### config.mk
export PLATFORM = sky130hd
export DESIGN_NAME = zycap_axis_mux
export DESIGN_NICKNAME = d
export VERILOG_FILES = /design/src/rtl/zycap_axis_mux.sv
export SDC_FILE = /design/constraint.sdc
export NUM_CORES = 1
export LEC_CHECK = 0
export CAP_MARGIN = 20
export CORE_ASPECT_RATIO = 1.4
export CORE_MARGIN = 2
export CORE_UTILIZATION = 38
export CTS_CLUSTER_SIZE = 14
export DETAILED_ROUTE_END_ITERATION = 6
export HOLD_SLACK_MARGIN = 0.15
export PLACE_DENSITY = 0.87
export SLEW_MARGIN = 20
export SYNTH_ARGS = -nofsm -noshare
export SYNTH_HDL_FRONTEND = slang
export SYNTH_SLANG_ARGS = --single-unit
### constraint.sdc
create_clock -name axis_aclk -period 2.5 [get_ports axis_aclk]
set_input_delay 0.25 -clock axis_aclk [delete_from_list [all_inputs] [get_ports axis_aclk]]
set_output_delay 0.25 -clock axis_aclk [all_outputs]
set_load 0.005 [all_outputs]
### src/rtl/zycap_axis_mux.sv
// Four-to-one AXI-Stream mux feeding the ICAP writer. Selection changes only on packet
// boundaries; drop mode swallows the selected packet and counts the discarded beats.
module zycap_axis_mux #(
    parameter int unsigned DATA_WIDTH = 32
) (
    input  logic                  axis_aclk,
    input  logic                  axis_aresetn,
    input  logic                  mux_en,
    input  logic                  mux_drop,
    input  logic [1:0]            mux_sel,
    input  logic [DATA_WIDTH-1:0] s0_axis_tdata,
    input  logic                  s0_axis_tvalid,
    input  logic                  s0_axis_tlast,
    output logic                  s0_axis_tready,
    input  logic [DATA_WIDTH-1:0] s1_axis_tdata,
    input  logic                  s1_axis_tvalid,
    input  logic                  s1_axis_tlast,
    output logic                  s1_axis_tready,
    input  logic [DATA_WIDTH-1:0] s2_axis_tdata,
    input  logic                  s2_axis_tvalid,
    input  logic                  s2_axis_tlast,
    output logic                  s2_axis_tready,
    input  logic [DATA_WIDTH-1:0] s3_axis_tdata,
    input  logic                  s3_axis_tvalid,
    input  logic                  s3_axis_tlast,
    output logic                  s3_axis_tready,
    output logic [DATA_WIDTH-1:0] m_axis_tdata,
    output logic                  m_axis_tvalid,
    output logic                  m_axis_tlast,
    input  logic                  m_axis_tready,
    output logic                  mux_busy,
    output logic [15:0]           drop_count
);

    typedef enum logic [1:0] {
        StIdle,
        StPass,
        StDrop
    } state_e;

    state_e                state;
    logic [1:0]            sel_q;

    logic [DATA_WIDTH-1:0] src_data [4];
    logic [3:0]            src_valid;
    logic [3:0]            src_last;
    logic [3:0]            src_ready;

    logic [DATA_WIDTH-1:0] sel_data;
    logic                  sel_valid;
    logic                  sel_last;
    logic                  src_hs;
    logic                  out_free;

    assign src_data[0] = s0_axis_tdata;
    assign src_data[1] = s1_axis_tdata;
    assign src_data[2] = s2_axis_tdata;
    assign src_data[3] = s3_axis_tdata;

    assign src_valid = {s3_axis_tvalid, s2_axis_tvalid, s1_axis_tvalid, s0_axis_tvalid};
    assign src_last  = {s3_axis_tlast, s2_axis_tlast, s1_axis_tlast, s0_axis_tlast};

    assign s0_axis_tready = src_ready[0];
    assign s1_axis_tready = src_ready[1];
    assign s2_axis_tready = src_ready[2];
    assign s3_axis_tready = src_ready[3];

    assign sel_data  = src_data[sel_q];
    assign sel_valid = src_valid[sel_q];
    assign sel_last  = src_last[sel_q];

    // The output register can take a new beat if it is empty or draining this cycle.
    assign out_free = ~m_axis_tvalid | m_axis_tready;
    assign src_hs   = sel_valid & src_ready[sel_q];

    always_comb begin
        src_ready = '0;
        unique case (state)
            StPass:  src_ready[sel_q] = out_free;
            StDrop:  src_ready[sel_q] = 1'b1;
            default: ;
        endcase
    end

    assign mux_busy = (state != StIdle) | m_axis_tvalid;

    always_ff @(posedge axis_aclk or negedge axis_aresetn) begin
        if (!axis_aresetn) begin
            state         <= StIdle;
            sel_q         <= 2'd0;
            m_axis_tdata  <= '0;
            m_axis_tvalid <= 1'b0;
            m_axis_tlast  <= 1'b0;
            drop_count    <= 16'd0;
        end else begin
            // Drain applies in every state; a fresh beat loaded below takes priority.
            if (m_axis_tvalid && m_axis_tready) begin
                m_axis_tvalid <= 1'b0;
            end
            unique case (state)
                StIdle: begin
                    if (mux_en) begin
                        sel_q <= mux_sel;
                        state <= mux_drop ? StDrop : StPass;
                    end
                end
                StPass: begin
                    if (src_hs) begin
                        m_axis_tdata  <= sel_data;
                        m_axis_tlast  <= sel_last;
                        m_axis_tvalid <= 1'b1;
                        if (sel_last) begin
                            state <= StIdle;
                        end
                    end
                end
                StDrop: begin
                    if (src_hs) begin
                        if (drop_count != 16'hFFFF) begin
                            drop_count <= drop_count + 16'd1;
                        end
                        if (sel_last) begin
                            state <= StIdle;
                        end
                    end
                end
                default: state <= StIdle;
            endcase
        end
    end

endmodule

==> reports/results.txt, run 1 <==
Outcome -> completed
Mean Syn Cell Area -> 14.93 um2
Max Root-Sink Buffers -> 2
Setup TNS -> 0 ns
Total clock sinks -> 54
Clk slew on worst S/H paths -> 0.07 ns
Area of the core -> 8608 um2
Buffers on Ports -> 197
Largest net degree at the start of global routing -> 39
Delay of the slowest critical-path stage -> 0.53 ns
Final Skew -> 0.008376 ns
Starting Density -> 39.19%
Main synth FF type -> dfrtp_1
Worst Path Max Fanout -> 6
#FFs+latches synth -> 54
Leakage -> 2.267 nW
Final worst slack -> 0.1723 ns
Residual DRC count -> 0
Fin crit share -> 93.11%
H-tree depth -> 2
Reg2Reg Capture Point -> drop_count[9]
Layout overhead on the synthesized area -> 67.25%
Final critical path time including I/O delays and setup -> 2.328 ns
WP data required -> 2.25 ns
First-pass GRT wire length -> 15,370 um
Post-route insts no fill -> 530
Rows -> 40
EDFF count, synth -> 0
Mapped Area -> 3373 um2
CP max stage cell -> clkdlybuf4s50_1
FF-to-FF setup slack -> 0.34 ns
Post-synthesis sequential area ratio -> 40.06%
Syn Nets -> 373
CP Capture Type -> output pin
Synth cell types -> 39
Initial antenna violation count -> 1
Post-Syn Instances -> 226
Root buffer cell -> clkbuf_16
Die Area -> 9658 um2
Maxcap violations -> 0
IO Count -> 198
Final max-slew violation count -> 0
Die X -> 83.63 um
HPWL after DPL -> 8119 um
GRT overflow -> 0
Post-DP Area -> 5454 um2
Final wirelength -> 9915 um
Hold Vio Cnt, Final -> 0
Via-per-instance ratio -> 5.372
Die Height -> 115.5 um
Setup violations, final -> 0
Post-synth ARST share -> 100.0%
Worst Setup Start Kind -> flip-flop
Synth warn -> 0
Reg-to-reg startpoint -> state[0]
Slew @ Worst Pin -> 0.6337 ns
Net count reported at finish -> 570
Critical Path AT -> 2.08 ns
RSZ-0062 raised after global routing -> false
Hold Path Class -> input port to async pin
WL/cell -> 18.71 um
Reg2reg path depth -> 5
ANT nets after route -> 0
CTS Buf Count -> 5
Pwr dens -> 792.3 nW/um2
First-pass iteration count of the detailed router -> 4
Number of global-route vias before repair -> 3,065
Worst slack at placement -> 0.3478 ns
GRT Overall Usage -> 20.41%
Dpl cells -> 520
Setup crit start -> state[1]
Clk_lat worst skew -> 0.29 ns
Max VDD drop -> 0.5928 mV
Finished Cell Area -> 5642 um2
Fmax -> 429.6 MHz
Number of post-CTS setup repair buffers -> 0
Rel. slew slack -> 56.66%
Critical path, cell by cell -> inv_1, ha_1, a21o_1, nand2_1, nor3b_1, clkdlybuf4s50_1
Layout cells sized above 1 -> 21.46%
Routed via count -> 2,847
Crit path kind -> flip-flop to output pin
Worst setup path end -> s1_axis_tready
GP Congestion -> 0.8075
CTS tree -> yes
DRT iter0 DRCs -> 77
[cell type report]
cell class	instances	area (um2)
Clock buffer	5	125.1
Inverter	6	22.52
Timing Repair Buffer	204	2047
Clock inverter	3	45.04
Antenna cell	1	2.502
Sequential cell	54	1353
Fill cell	640	2967
Multi-Input combinational cell	152	1916
Tap cell	105	131.4
[synth_stat cells, drive strengths merged (4+ instances only)]
| master | n | area [um2] |
|---|---|---|
| mux4 | 34 | 765.7 |
| a2111oi | 4 | 47.55 |
| nor3 | 4 | 25.02 |
| nand4 | 6 | 37.54 |
| nor3b | 4 | 30.03 |
| mux2 | 36 | 518.0 |
| ha | 4 | 50.05 |
| dfrtp | 54 | 1351 |
| nand2 | 9 | 33.78 |
| xor2 | 14 | 122.6 |
| a211oi | 5 | 37.54 |
| inv | 6 | 22.52 |
| nand3 | 5 | 30.03 |
| buf | 12 | 82.58 |
| nor2 | 4 | 15.01 |
[metal layers]
layer | wire length, um | track usage, % | part of all wire, % | up-vias
met2 | 5399 | 37.71 | 54 | 134
li1 | - | - | - | 1294
met5 | 0 | 0 | 0 | -
met4 | 192 | 6.129 | 1.9 | 0
met3 | 993 | 8.405 | 10 | 14
met1 | 3329 | 21.24 | 34 | 1405
[sequential cells by signal, indices dropped and copies added, names as in the netlist]
register       flops
m_axis_tlast       1
drop_count        16
state              2
m_axis_tdata      32
sel_q              2
m_axis_tvalid      1
[metrics by stage]
step	hold WS, ns	power, mW	utilization [%]
3_5_place_dp	0.1848	3.722	63.36
6_report	0.3923	4.470	65.54
4_1_cts	0.3970	4.531	65.45
5_1_grt	0.4180	4.740	65.51
2_1_floorplan	-0.04559	2.696	-
3_3_place_gp	0.1806	3.651	63.36
[critical path, delay by kind of cell (launching register included)]
family | cells | cell delay, ns
fa+ha+maj | 1 | 0.22
simple gates | 2 | 0.31
buf+inv | 2 | 0.67
flops | 1 | 0.39
compound gates | 1 | 0.21
[cells by family after synthesis]
family | count (synthesis) | share of synthesized area, %
AO/OA/AOI/OAI | 19 | 4.785
XOR/XNOR | 15 | 3.895
adder cells (fa/ha/maj) | 4 | 1.484
buffers and inverters | 20 | 3.338
flip-flops | 54 | 40.06
multiplexers | 70 | 38.06
AND/OR/NAND/NOR | 44 | 8.383
[what timing repair did]
item                                   CTS  global route
setup endpoints to repair                0             1
endpoints found under the hold margin   14             0
gates resized for setup                  0             1
hold buffers                             1             0
[worst min path at each step]
stage / slack [ns] / end / from
after floorplan: -0.05 / drop_count[0] / axis_aresetn
after global placement: 0.18 / m_axis_tvalid / axis_aresetn
after detailed placement: 0.18 / m_axis_tvalid / axis_aresetn
after CTS: 0.40 / drop_count[2] / axis_aresetn
after global routing: 0.42 / drop_count[2] / axis_aresetn
final: 0.39 / drop_count[2] / axis_aresetn
[cells in the final DEF (no fill, tap or decap), drive strengths merged, types with 3 or more instances in the layout]
master / netlist / routed
a2111oi: 4 / 4
mux2: 36 / 36
inv: 6 / 6
nand2: 9 / 9
nand4: 6 / 6
and4: 3 / 3
dfrtp: 54 / 54
nor4b: 3 / 3
nor2: 4 / 4
a211oi: 5 / 5
nor3: 4 / 4
nand3: 5 / 5
clkdlybuf4s50: 0 / 196
clkbuf: 2 / 5
nor3b: 4 / 4
mux4: 34 / 34
xor2: 14 / 14
buf: 12 / 7
ha: 4 / 4
[power breakdown]
| group | internal [mW] | switching [mW] | leakage, nW |
|---|---|---|---|
| clock network | 0.472 | 0.312 | 0.0760 |
| logic | 1.53 | 0.857 | 1.49 |
| registers | 1.12 | 0.174 | 0.705 |
Power figures use the tool's default switching activity.
==> run 2: changes to the inputs <==
==> constraint.sdc (replaced) <==
create_clock -name axis_aclk -period 2.2 [get_ports axis_aclk]
set_input_delay 0.22 -clock axis_aclk [delete_from_list [all_inputs] [get_ports axis_aclk]]
set_output_delay 0.22 -clock axis_aclk [all_outputs]
set_load 0.005 [all_outputs]
==> reports/results.txt, run 2 (synthesis gave the netlist of run 1 again) <==
Outcome -> completed
FF-to-FF setup slack -> 0.19 ns
Hold Path Class -> input port to async pin
Clk slew on worst S/H paths -> 0.06 ns
CTS tree -> yes
Die Area -> 9658 um2
RSZ-0062 raised after global routing -> false
GRT overflow -> 0
Largest net degree at the start of global routing -> 39
Layout overhead on the synthesized area -> 69.07%
Final critical path time including I/O delays and setup -> 2.060 ns
CP Capture Type -> output pin
Critical path, cell by cell -> buf_4, ha_1, a21o_1, buf_4, and4_1, dlygate4sd2_1
Reg2reg path depth -> 7
Net count reported at finish -> 576
Residual DRC count -> 0
Delay of the slowest critical-path stage -> 0.41 ns
Final max-slew violation count -> 0
Setup crit start -> state[0]
WP data required -> 1.98 ns
DRT iter0 DRCs -> 59
H-tree depth -> 2
Max Root-Sink Buffers -> 2
Via-per-instance ratio -> 5.331
Largest register FFs -> 32
Dpl cells -> 523
Filler cells -> 632
Clk_lat worst skew -> 0.29 ns
CTS Buf Count -> 5
WL/cell -> 18.63 um
Most frequent cells in the layout -> 192 x clkdlybuf4s50_1, 53 x dfrtp_1, 34 x mux4_2, 30 x mux2_4, 14 x xor2_1
Final Skew -> 0.003507 ns
Final wirelength -> 9969 um
ANT nets after route -> 0
Die Height -> 115.5 um
Hold Vio Cnt, Final -> 0
Area of the core -> 8608 um2
Regs by FF count -> m_axis_tdata (32), drop_count (16)
Crit path kind -> flip-flop to output pin
Initial antenna violation count -> 1
First-pass iteration count of the detailed router -> 4
HPWL after DPL -> 8278 um
IO Count -> 198
Rel. slew slack -> 61.99%
Reg2Reg Capture Point -> m_axis_tdata[24]
Leakage -> 2.358 nW
Pwr dens -> 890.4 nW/um2
Buffers on Ports -> 197
Post-route insts no fill -> 535
Total clock sinks -> 54
Starting Density -> 39.19%
Worst setup path end -> s3_axis_tready
GP Congestion -> 0.8211
Worst Setup Start Kind -> flip-flop
GRT Overall Usage -> 20.59%
Finished Cell Area -> 5703 um2
CP max stage cell -> dfrtp_1
Total Power -> 5.078 mW
Commonest non-fill, non-tap cell in the layout -> clkdlybuf4s50_1
Max VDD drop -> 0.6523 mV
First-pass GRT wire length -> 15,450 um
CP dominant cell by count -> buf_4
Rows -> 40
Fin crit share -> 93.62%
Layout cells sized above 1 -> 22.84%
Worst Path Max Fanout -> 5
Biggest register -> m_axis_tdata
Die X -> 83.63 um
Reg-to-reg startpoint -> state[0]
Routed via count -> 2,852
Post-DP Area -> 5502 um2
Slew @ Worst Pin -> 0.5558 ns
Setup violations, final -> 0
Number of global-route vias before repair -> 3,102
Fmax -> 485.5 MHz
Critical Path AT -> 1.84 ns
Root buffer cell -> clkbuf_16
Maxcap violations -> 0
Core Util, Final -> 66.25%
run 2: worst max-delay path, delay by kind of cell (launching register included):
family                     cells  cell delay [ns]
buffers and inverters          3             0.56
adders and majority gates      1             0.22
AOI/OAI and AO/OA              1             0.18
DFF                            1             0.41
and+or+nand+nor                1             0.19
run 2: area by class of cell:
class                      count  area, um2  area share [%]
timing repair buffer         210       2123           37.23
multi-input combinational    152       1928           33.81
sequential                    54       1353           23.72
clock buffer                   7      142.6           2.501
tap                          105      131.4           2.304
inverter                       6      22.52          0.3949
antenna                        1      2.502         0.04388
run 2: through the flow:
step	setup TNS (ns)	setup WS, ns	hold WS [ns]
floorplan	0	0.3194	-0.07559
global placement	0	0.09421	0.2276
detailed placement	0	0.07066	0.2427
CTS	-0.01277	-0.01277	0.4736
global route	0	0.06298	0.4915
finish	0	0.1404	0.4519
run 2: power by group:
part / internal, mW / switching, mW
sequential: 1.28 / 0.220
combinational: 1.83 / 0.979
clock: 0.447 / 0.320
total: 3.56 / 1.52
run 2: per-layer routing:
layer	track usage, %	wire length [um]
met4	5.806	143
met3	7.977	907
met5	0	0
met2	37.97	5524
met1	21.94	3393
run 2: repair_timing:
action | 4_1_cts | 5_1_grt
gates resized for setup | 3 | 6
hold buffers | 1 | 0
setup buffers | 3 | 0
endpoints found under the hold margin | 23 | 0
endpoints found under the setup margin | 3 | 3
cloned | 0 | 0
run 2: worst min path at each step:
stage	slack (ns)	cells after the start	to
finish	0.45	2	drop_count[13]
global route	0.49	2	drop_count[3]
CTS	0.47	2	drop_count[11]
detailed placement	0.24	1	drop_count[13]
global placement	0.23	1	drop_count[13]
floorplan	-0.08	0	drop_count[0]
==> run 3: changes to the inputs <==
--- a/config.mk
+++ b/config.mk
@@ -9,6 +9,7 @@
 export CORE_ASPECT_RATIO = 1.4
 export CORE_MARGIN = 2
 export CORE_UTILIZATION = 38
+export CTS_CLUSTER_DIAMETER = 120
 export CTS_CLUSTER_SIZE = 14
 export DETAILED_ROUTE_END_ITERATION = 6
 export HOLD_SLACK_MARGIN = 0.15
==> results of run 3 <==
No change in the layout: final DEF, timing and power equal those of run 2.
